File: config.mk
export PLATFORM = sky130hd
export DESIGN_NAME = surf_rackctl_resp
export DESIGN_NICKNAME = d
export VERILOG_FILES = /design/src/rtl/rackctl_pkg.sv /design/src/rtl/rackctl_shreg.sv /design/src/rtl/surf_rackctl_resp.sv
export SDC_FILE = /design/constraint.sdc
export NUM_CORES = 1
export LEC_CHECK = 0
export CAP_MARGIN = 10
export CORE_MARGIN = 3
export CORE_UTILIZATION = 54
export CTS_CLUSTER_DIAMETER = 30
export DETAILED_ROUTE_END_ITERATION = 8
export PLACE_DENSITY = 0.83
export SETUP_SLACK_MARGIN = 0.05
export SLEW_MARGIN = 40
export SYNTH_ARGS = -nofsm -noshare
export SYNTH_HDL_FRONTEND = slang
export SYNTH_SLANG_ARGS = --single-unit
File: constraint.sdc
create_clock -name sysclk_i -period 5 [get_ports sysclk_i]
set_input_delay 0.75 -clock sysclk_i [delete_from_list [all_inputs] [get_ports sysclk_i]]
set_output_delay 0.75 -clock sysclk_i [all_outputs]
set_load 0.01 [all_outputs]
File: src/rtl/rackctl_pkg.sv
// -----------------------------------------------------------------------------
// rackctl_pkg
// Shared definitions for the RACKCTL mode-0 link. The SURF responder and the
// TURFIO initiator both import this package, so the wire-format constants live
// here and nowhere else.
//   rackctl_state_e : responder state encoding
//   PREAMBLE        : last idle '1' followed by the 0,1,0,1 preamble, oldest first
//   ADDR_BITS       : width of the address/type word
//   DATA_BITS       : width of the write-data and read-data words
//   RD_BIT          : bit of the address word that marks a read (1) or write (0)
// -----------------------------------------------------------------------------
package rackctl_pkg;

  typedef enum logic [2:0] {
    ST_GUARD,
    ST_IDLE,
    ST_ADDR,
    ST_WDATA,
    ST_TURN,
    ST_POST,
    ST_RDATA,
    ST_WAITACK
  } rackctl_state_e;

  localparam logic [4:0]  PREAMBLE  = 5'b10101;
  localparam int unsigned ADDR_BITS = 24;
  localparam int unsigned DATA_BITS = 32;
  localparam int unsigned RD_BIT    = 23;

endpackage

File: src/rtl/rackctl_shreg.sv
// -----------------------------------------------------------------------------
// rackctl_shreg
// 32-bit loadable MSB-first shift register with a bit counter. One instance is
// shared by the address, write-data and read-data phases of the responder.
//   sysclk_i  : clock
//   sysrst_i  : asynchronous active-high reset
//   load      : load load_data and clear the bit counter (wins over shift)
//   load_data : parallel load value
//   shift     : shift din in at the LSB, advancing the bit counter
//   din       : serial input bit
//   len       : number of bits in the current word
//   data      : register contents; data[31] is the serial output bit
//   done      : high during the shift that completes a len-bit word
// -----------------------------------------------------------------------------
module rackctl_shreg (
  input  logic        sysclk_i,
  input  logic        sysrst_i,
  input  logic        load,
  input  logic [31:0] load_data,
  input  logic        shift,
  input  logic        din,
  input  logic [5:0]  len,
  output logic [31:0] data,
  output logic        done
);

  logic [5:0] cnt;

  assign done = shift && (cnt == len - 6'd1);

  // NOTE: sequential state uses non-blocking assignments so every register
  // samples pre-edge values regardless of statement order.
  always_ff @(posedge sysclk_i or posedge sysrst_i) begin
    if (sysrst_i) begin
      data <= '0;
      cnt  <= '0;
    end else if (load) begin
      data <= load_data;
      cnt  <= '0;
    end else if (shift) begin
      data <= {data[30:0], din};
      // Wrap at the word boundary so back-to-back words need no reload.
      cnt  <= done ? 6'd0 : cnt + 6'd1;
    end
  end

endmodule

File: src/rtl/surf_rackctl_resp.sv
// -----------------------------------------------------------------------------
// surf_rackctl_resp
// SURF-side RACKCTL mode-0 responder. Deserializes a TURFIO request (preamble,
// 24-bit address/type word, optional 32-bit write word), issues it on the local
// register bus, then turns the line around: postamble '1', a start '0' once the
// bus has acked, and 32 read-data bits on reads. Line in/out/oe are registered
// in IOBs outside this block, so out/oe are decoded directly from state.
//   sysclk_i      : 125 MHz system clock
//   sysrst_i      : asynchronous active-high reset
//   en_i          : enables preamble search in IDLE
//   rackctl_in_i  : registered line sample
//   rackctl_out_o : value driven on the line
//   rackctl_oe_o  : 1 = drive, 0 = tristate
//   txn_valid_o   : bus request, held until txn_ack_i
//   txn_wr_o      : 1 = write
//   txn_addr_o    : register address
//   txn_wdata_o   : write data
//   txn_ack_i     : single-cycle bus completion
//   txn_rdata_i   : read data, valid with txn_ack_i
//   err_o         : one-cycle pulse when a response is abandoned at the deadline
// -----------------------------------------------------------------------------
module surf_rackctl_resp #(
  parameter int unsigned TURN_WAIT     = 64,
  parameter int unsigned START_MIN     = 136,
  parameter int unsigned RESP_DEADLINE = 240,
  parameter int unsigned GUARD         = 192
) (
  input  logic        sysclk_i,
  input  logic        sysrst_i,
  input  logic        en_i,
  input  logic        rackctl_in_i,
  output logic        rackctl_out_o,
  output logic        rackctl_oe_o,
  output logic        txn_valid_o,
  output logic        txn_wr_o,
  output logic [22:0] txn_addr_o,
  output logic [31:0] txn_wdata_o,
  input  logic        txn_ack_i,
  input  logic [31:0] txn_rdata_i,
  output logic        err_o
);

  import rackctl_pkg::*;

  if (!(TURN_WAIT > 0 && TURN_WAIT < START_MIN && START_MIN < RESP_DEADLINE &&
        RESP_DEADLINE < 256 && GUARD > 0 && GUARD <= 256)) begin : g_param_check
    $error("surf_rackctl_resp: need 0 < TURN_WAIT < START_MIN < RESP_DEADLINE < 256");
  end

  localparam logic [7:0] TURN_LAST  = 8'(TURN_WAIT - 1);
  localparam logic [7:0] START_T    = 8'(START_MIN);
  localparam logic [7:0] DEADLINE_T = 8'(RESP_DEADLINE);
  localparam logic [7:0] GUARD_LAST = 8'(GUARD - 1);

  rackctl_state_e state, state_nxt;

  logic [4:0]           hist;
  logic [4:0]           hist_nxt;
  logic [7:0]           cnt;        // guard count in GUARD, turnaround t elsewhere
  logic                 cnt_clr;
  logic                 ack_flag;
  logic [31:0]          rdata_q;
  logic                 ack_now;
  logic                 ack_seen;
  logic                 issue;
  logic [ADDR_BITS-1:0] word_nxt;

  logic                 sh_load;
  logic [31:0]          sh_load_data;
  logic                 sh_shift;
  logic [5:0]           sh_len;
  logic [31:0]          sh_data;
  logic                 sh_done;

  rackctl_shreg u_shreg (
    .sysclk_i  (sysclk_i),
    .sysrst_i  (sysrst_i),
    .load      (sh_load),
    .load_data (sh_load_data),
    .shift     (sh_shift),
    .din       (rackctl_in_i),
    .len       (sh_len),
    .data      (sh_data),
    .done      (sh_done)
  );

  // Compare against the history including the current sample, so the cycle
  // after the last preamble bit is already address bit 23.
  assign hist_nxt = {hist[3:0], rackctl_in_i};
  assign word_nxt = {sh_data[ADDR_BITS-2:0], rackctl_in_i};
  assign ack_now  = txn_valid_o && txn_ack_i;
  assign ack_seen = ack_flag || ack_now;

  // The turnaround counter must keep running across TURN -> POST, so it is
  // only cleared on entry to GUARD, IDLE or TURN (i.e. when the request issues).
  assign cnt_clr = (state_nxt != state) &&
                   (state_nxt == ST_GUARD || state_nxt == ST_IDLE || state_nxt == ST_TURN);

  // NOTE: every output of this block is assigned a default first, so no path
  // through the case statement can infer a latch.
  always_comb begin
    state_nxt     = state;
    rackctl_oe_o  = 1'b0;
    rackctl_out_o = 1'b1;
    err_o         = 1'b0;
    issue         = 1'b0;
    sh_load       = 1'b0;
    sh_load_data  = '0;
    sh_shift      = 1'b0;
    sh_len        = 6'(ADDR_BITS);
    unique case (state)
      ST_GUARD: if (cnt == GUARD_LAST) state_nxt = ST_IDLE;
      ST_IDLE: begin
        if (en_i && hist_nxt == PREAMBLE) begin
          state_nxt = ST_ADDR;
          sh_load   = 1'b1;
        end
      end
      ST_ADDR: begin
        sh_shift = 1'b1;
        if (sh_done) begin
          if (word_nxt[RD_BIT]) begin
            issue     = 1'b1;
            state_nxt = ST_TURN;
          end else begin
            state_nxt = ST_WDATA;
          end
        end
      end
      ST_WDATA: begin
        sh_shift = 1'b1;
        sh_len   = 6'(DATA_BITS);
        if (sh_done) begin
          issue     = 1'b1;
          state_nxt = ST_TURN;
        end
      end
      ST_TURN: if (cnt == TURN_LAST) state_nxt = ST_POST;
      ST_POST: begin
        rackctl_oe_o = 1'b1;
        if (ack_seen && cnt >= START_T) begin
          rackctl_out_o = 1'b0;
          if (txn_wr_o) begin
            state_nxt = ST_GUARD;
          end else begin
            state_nxt    = ST_RDATA;
            sh_load      = 1'b1;
            sh_load_data = ack_flag ? rdata_q : txn_rdata_i;
          end
        end else if (cnt >= DEADLINE_T) begin
          rackctl_oe_o = 1'b0;
          err_o        = 1'b1;
          state_nxt    = ST_WAITACK;
        end
      end
      ST_RDATA: begin
        rackctl_oe_o  = 1'b1;
        rackctl_out_o = sh_data[31];
        sh_shift      = 1'b1;
        sh_len        = 6'(DATA_BITS);
        if (sh_done) state_nxt = ST_GUARD;
      end
      ST_WAITACK: if (ack_now) state_nxt = ST_GUARD;
      default: state_nxt = ST_GUARD;
    endcase
  end

  always_ff @(posedge sysclk_i or posedge sysrst_i) begin
    if (sysrst_i) begin
      state       <= ST_GUARD;
      hist        <= '0;
      cnt         <= '0;
      ack_flag    <= 1'b0;
      rdata_q     <= '0;
      txn_valid_o <= 1'b0;
      txn_wr_o    <= 1'b0;
      txn_addr_o  <= '0;
      txn_wdata_o <= '0;
    end else begin
      state <= state_nxt;
      // Cleared outside IDLE so a stale preamble cannot match on re-entry.
      hist  <= (state == ST_IDLE) ? hist_nxt : '0;

      if (cnt_clr)           cnt <= '0;
      else if (cnt != 8'hFF) cnt <= cnt + 8'd1;

      if (state == ST_ADDR && sh_done) begin
        txn_wr_o   <= ~word_nxt[RD_BIT];
        txn_addr_o <= word_nxt[RD_BIT-1:0];
      end
      if (state == ST_WDATA && sh_done) txn_wdata_o <= {sh_data[DATA_BITS-2:0], rackctl_in_i};

      if (issue)        txn_valid_o <= 1'b1;
      else if (ack_now) txn_valid_o <= 1'b0;

      if (issue) begin
        ack_flag <= 1'b0;
      end else if (ack_now) begin
        ack_flag <= 1'b1;
        rdata_q  <= txn_rdata_i;
      end
    end
  end

endmodule

# ---- Word level (Yosys, flattened, before mapping)
# Index checks and enable logic that the tools add are counted.
dict set report totals {
  reg_bits 143
  in_bits 37
  ram_bits 0
  latch_bits 0
  out_inout_bits 60
  mem_count 0
  elab_cells 97
  rom_bits 0
}
dict set report classes {
  div 0
  add_sub_neg 3
  shifts 0
  n_mux 46
  n_eq_ne 15
  n_lt_le_gt_ge 2
  multipliers 0
  n_reduce_logical 18
  n_bitwise 2
}
# operator n
set op_table {}
lappend op_table {{2-to-1 mux 32 bit} 6}
lappend op_table {{2-to-1 mux 3 bit} 11}
lappend op_table {{2-to-1 mux 6 bit} 4}
lappend op_table {{one-hot mux 3 bit (8 select lines)} 1}
lappend op_table {{2-to-1 mux 1 bit} 17}
lappend op_table {{greater-or-equal comparator 8 bit (second input constant)} 2}
lappend op_table {{2-to-1 mux 8 bit} 2}
lappend op_table {{equality test 3 bit (second input constant)} 5}
lappend op_table {{adder 8 x 1 -> 8 bit (second input constant)} 1}
lappend op_table {{equality test 8 x 6 -> 1 bit (second input constant)} 1}
lappend op_table {{equality test 8 bit (second input constant)} 1}
lappend op_table {{!= test 8 bit (second input constant)} 1}
lappend op_table {{one-hot mux 1 bit (2 select lines)} 4}
lappend op_table {{logical AND 1 bit} 7}
lappend op_table {{adder 6 x 1 -> 6 bit (second input constant)} 1}
lappend op_table {{equality test 3 x 1 -> 1 bit (second input constant)} 2}
lappend op_table {{equality test 3 x 2 -> 1 bit (second input constant)} 2}
lappend op_table {{equality test 6 bit} 1}
lappend op_table {{logical NOT 3 bit} 2}
lappend op_table {{nonzero test 2 bit} 3}
lappend op_table {{subtractor 6 x 1 -> 6 bit (second input constant)} 1}
lappend op_table {{equality test 5 bit (second input constant)} 1}
lappend op_table {{2-to-1 mux 4 bit} 1}
lappend op_table {{logical OR 1 bit} 3}
lappend op_table {{5 further kinds} 6}

# ---- Logic depth before layout (Yosys ltp)
dict set report logic_depth {
  depth_word 13
  mapped_depth 9
}

# ---- Modules after synthesis
# Synthesis repeated with hierarchy kept, for this count alone.
dict set report hier_totals {
  cells_unflattened 587
  hier_area_um2 6756.5
}
# mod instances seq_area_each_um2 area_per_inst_um2 cells_each
set by_module_without_submodules {}
lappend by_module_without_submodules {surf_rackctl_resp 1 2627.5 4830.9 391}
lappend by_module_without_submodules {rackctl_shreg 1 950.9 1925.6 196}

# ---- Worst setup path before layout
# Ideal clock, no wire load.
dict set report synth_path {
  kind {input port to output port}
  from {in txn_ack_i}
  to {out err_o}
  n_path_buf 0
  stages 3
  slack_ns 2.724
  arrival_ns 1.526
  path_cell_list {a21oi_1 -> nor2_1 -> nor4_1}
}
dict set report synth_between {
  elab_chain_cells 5
}
# element line_no
set synth_lines {}
lappend synth_lines {{start, declared} surf_rackctl_resp.sv:38} ;# input logic txn_ack_i,
lappend synth_lines {{logical AND 1 bit} surf_rackctl_resp.sv:91} ;# assign ack_now = txn_valid_o && txn_ack_i;
lappend synth_lines {{logical OR 1 bit} surf_rackctl_resp.sv:92} ;# assign ack_seen = ack_flag || ack_now;
lappend synth_lines {{logical AND 1 bit} surf_rackctl_resp.sv:141} ;# if (ack_seen && cnt >= START_T) begin
lappend synth_lines {{2-to-1 mux 1 bit} surf_rackctl_resp.sv:141}
lappend synth_lines {{2-to-1 mux 1 bit} surf_rackctl_resp.sv:111} ;# unique case (state)
lappend synth_lines {{end, declared} surf_rackctl_resp.sv:40} ;# output logic err_o
# Every way passes these cells.

# ---- Worst setup path after layout
dict set report layout_path {
  from {reg ack_flag}
  to {out rackctl_oe_o}
}
dict set report layout_between {
  elab_chain_cells 4
}
# element line_no
set layout_lines {}
lappend layout_lines {{start, declared} surf_rackctl_resp.sv:61} ;# logic ack_flag;
lappend layout_lines {{start signal, assigned} surf_rackctl_resp.sv:173} ;# ack_flag <= 1'b0;
lappend layout_lines {{start signal, assigned} surf_rackctl_resp.sv:197} ;# ack_flag <= 1'b0;
lappend layout_lines {{start signal, assigned} surf_rackctl_resp.sv:199} ;# ack_flag <= 1'b1;
lappend layout_lines {{logical OR 1 bit} surf_rackctl_resp.sv:92}
lappend layout_lines {{logical AND 1 bit} surf_rackctl_resp.sv:141}
lappend layout_lines {{2-to-1 mux 1 bit} surf_rackctl_resp.sv:141}
lappend layout_lines {{one-hot mux 1 bit (2 select lines)} surf_rackctl_resp.sv:111}
lappend layout_lines {{end, declared} surf_rackctl_resp.sv:33} ;# output logic rackctl_oe_o,
# Every way passes these cells.

==> results <==
- The run finished with clean final reports.
- The depth of the most critical reg-to-reg path is 8.
- Data arrives at the worst endpoint at between 2 and 3 ns.
- The kind of critical path is reg2out.
- The number of rows in the core area is 39.
- The clock skew after layout is 0.00697 ns.
- The number of routed nets with antenna violations is 0.
- The area overhead of the layout relative to synthesis is 25.0%.
- The number of warnings printed during yosys synthesis is 0.
- The TritonCTS clock tree is built.
- The post-CTS setup buffer count is 0.
- After Yosys synthesis, XOR and XNOR cells account for 1.19% of the synthesized area.
- After synthesis, the cell types taking the most area are dfrtp_1, mux2_2, mux2_4.
- Setup repair after global routing left no endpoint under its margin.
- The number of buffers added to fix hold violations after cts is 0.
- The count of max-cap constraint violations is 0.
- The final count of hold timing violations was 0.
- The proportion of synthesized area in mux cells is 21.3%.
- The power per standard cell area is between 300 and 400 nW/um^2.
- Wires add up to 15.5 mm.
- The critical path contains buffers and inverters numbering 2 combined.
- The max-slew violation count is 0.
- In this run, the number of DRC markers left after iteration 0 of detailed routing was 263.
- The H-tree depth is 4.
- The final critical-path required period is ~3.4 ns.
- The leakage power is 3.65 nW.
- The maximum frequency from static timing analysis is between 200 and 300 MHz.
- The critical path crosses 6 cells after its start point.
- In this run the tool buffered the top-level ports with 96 buffer cells.
- The per-cell routed wire length is 20.0 um.
- The core region is 11700 sq um.
- The actual slew at the worst max-slew pin is 0.723 ns.
- Counting the buffers created by CTS gives 17.
- The number of antenna violations at the first check in global routing is 0.
- The synthesized netlist devotes 0.567% of its cell area to adder and majority cells.
- Global routing finished with a remaining overflow of 0.
- The cell with the most instances after synthesis is dfrtp_1.
- The pre-CTS worst setup slack is 1.62 ns.
- The maximum buffer depth of the clock tree is 2.
- For the worst setup path, the data required time is 4.25 ns.
- The width of the die is approximately 120 um.
- Summing the areas of all compound-gate instances in the mapped netlist gives approximately 14% of the synthesized area.
- Ranked by instance count, the synthesized netlist is headed by dfrtp_1, o21ai_0, mux2_2, mux2i_1, o21a_1.
- The via count normalized by instance count is 6.01.
- Setup violations remaining at the end of the flow were counted as 0.
- The later pin in the worst-skew pair is clocked with a latency of 0.42 ns.
- The combinational family with the most area after synthesis is multiplexers.
- VDD sags by at most 236 uV.
- The iteration count of the initial detailed-routing pass is 6.
- The number of fill cells is 802.
- Of the available clock period, the critical path in the final layout requires 68.6%.
- The DRC violation count after routing is 0.
- The critical path goes through buf_4, a21oi_1, nor2_1, o21ai_0, a21boi_0, clkdlybuf4s50_1.
- STA classifies the critical path startpoint as a register.
- In this run the worst hold path is classified as reg2reg.
- Counting flops with an async set or reset pin after synthesis yields a share of 100%.
- The aggregate global-route resource usage is roughly a quarter.
- The highest cell delay on the worst timing path is 0.57 ns.
- The maximum fanout count along the critical path is 34.
- The clock sink total is 143.
- Of all cell types, the one taking the most synthesized area is dfrtp_1.
- In the post-route analysis, the smallest setup slack over all paths is ~1.6 ns.
- The post-cts gate resize count is 0.
- The final HPWL from detailed placement is 9.82 mm.
- The congestion estimate from routability-driven global placement came to a little under 0.9.
- Of the total synthesized cell area, the portion taken by AND, OR, NAND and NOR gates is 5.96%.
- The number of global-route vias before repair is 4981.
- The maximum number of pins on one net before global-route repair is between 100 and 150.
- The worst setup path is captured at an output pin.
- The number of unique standard cell types used by synthesis is 51.
- The cell class contributing the biggest share of worst-path delay is buffers and inverters.
- In the final design database the tool counted 660 nets.
- The number of antenna diodes in the final layout is 0.
- The post-synthesis cell area is 6620 sq um.
- The number of instances on the worst hold path is 1.
- The post-synthesis area per instance is 12.5 sq um.
- The post-route core utilization is 70.6%.
- The height of the die is 117 um.
- The worst slew slack as a fraction of its limit is 51.7%.
- The commonest register cell after synthesis is dfrtp_1.
- The count of vias placed by the detailed router is 4648.
- In this run the clock root is driven by a clkbuf_16.
- The fraction of the yosys area taken by sequential cells is 54.1%.
- The number of enable flip-flop cells after synthesis is 0.
- The post-synthesis sequential element count is approximately 140.
- The starting density of the core is 56.5%.
- The number of nets handed over by synthesis was 569.
- The synthesized netlist cell count is approximately 530.
- The post-route netlist has 22.2% of its cells at a drive strength greater than 1.
- Clock-pin slew was measured on the worst setup and hold paths at 0.06 ns.
- The proportion of netlist area held by the largest area contributor is 54.1%.
- After routing, the total negative slack on setup checks comes to 0 ns.
- The global-route wire length before repair is 25.6 mm.
- The number of top-level pins is 97.
- The die area is between 10000 and 15000 sq um.
- The cell at the slowest stage of the critical path is clkdlybuf4s50_1.
[kinds of logic after synthesis]
| group | count (synthesis) |
|---|---|
| simple gates | 73 |
| xor+xnor | 9 |
| fa+ha+maj | 3 |
| buf+inv | 42 |
| mux | 119 |
| flops | 143 |
| compound gates | 140 |
[sequential cells by signal (all words and copies together), names as in the netlist]
| name | cells |
|---|---|
| rdata_q | 32 |
| u_shreg.data | 32 |
| cnt | 8 |
| txn_addr_o | 23 |
| txn_wdata_o | 32 |
| state | 3 |
| ack_flag | 1 |
| u_shreg.cnt | 6 |
| hist | 4 |
| txn_wr_o | 1 |
| txn_valid_o | 1 |
[path summary, 6_finish.rpt]
| kind | from | endpoint | slack [ns] |
|---|---|---|---|
| min in group asynchronous | sysrst_i | txn_wdata_o[12] | 0.85 |
| setup / recovery | ack_flag | rackctl_oe_o | 1.57 |
| max in group asynchronous | sysrst_i | ack_flag | 3.33 |
| setup reg to reg | ack_flag | u_shreg.data[14] | 2.22 |
| hold reg to reg | hist[1] | hist[2] | 0.50 |
| hold / removal | hist[1] | hist[2] | 0.50 |
[layout by cell type, fill, tap and decap left out, types with 6 or more instances in the layout]
master,synthesis,layout
mux2i_1,32,32
nand3_1,9,9
mux2_2,57,57
nor2_1,18,17
xnor2_1,6,6
dfrtp_1,143,142
mux2_4,30,30
clkbuf_16,0,17
buf_4,0,8
nand2_1,16,16
clkdlybuf4s50_1,0,96
inv_1,8,7
o21a_1,32,32
o21ai_0,70,70
a21oi_1,10,10
[metrics by stage]
| stage | hold slack [ns] | std cells | cell area (sq um) | power [mW] |
|---|---|---|---|---|
| detailed placement | 0.476 | 744 | 7710 | 2.00 |
| CTS | 0.498 | 774 | 8270 | 3.23 |
| finish | 0.496 | 774 | 8270 | 3.22 |
| global placement | 0.460 | 742 | 7670 | 1.96 |
| global route | 0.514 | 774 | 8270 | 3.36 |
| floorplan | 0.445 | 529 | 6620 | 1.84 |
[metal layers]
metal | track usage (%) | vias to the layer above | part of all wire (%) | routed length [um]
met5 | 0 | - | 0 | 0
met4 | 9.17 | 0 | 1.8 | 286
met3 | 7.15 | 25 | 5.7 | 879
met2 | 39.9 | 148 | 50 | 7780
met1 | 30.7 | 2375 | 42 | 6560
li1 | - | 2100 | - | -
[power breakdown]
| group | internal (mW) | leakage (nW) | switching (mW) |
|---|---|---|---|
| logic | 0.221 | 1.45 | 0.180 |
| clock network | 0.739 | 0.275 | 0.485 |
| registers | 1.35 | 1.92 | 0.247 |
| total | 2.31 | 3.65 | 0.911 |
[final cells by class]
| type | count | area [sq um] | share of cell area [%] |
|---|---|---|---|
| timing repair buffer | 106 | 1050 | 12.7 |
| sequential | 143 | 3580 | 43.3 |
| multi-input combinational | 344 | 2860 | 34.6 |
| tap | 143 | 179 | 2.16 |
| clock inverter | 11 | 118 | 1.42 |
| inverter | 8 | 42.5 | 0.514 |
| clock buffer | 19 | 443 | 5.35 |
No activity file was read; power rests on OpenSTA's default activity.
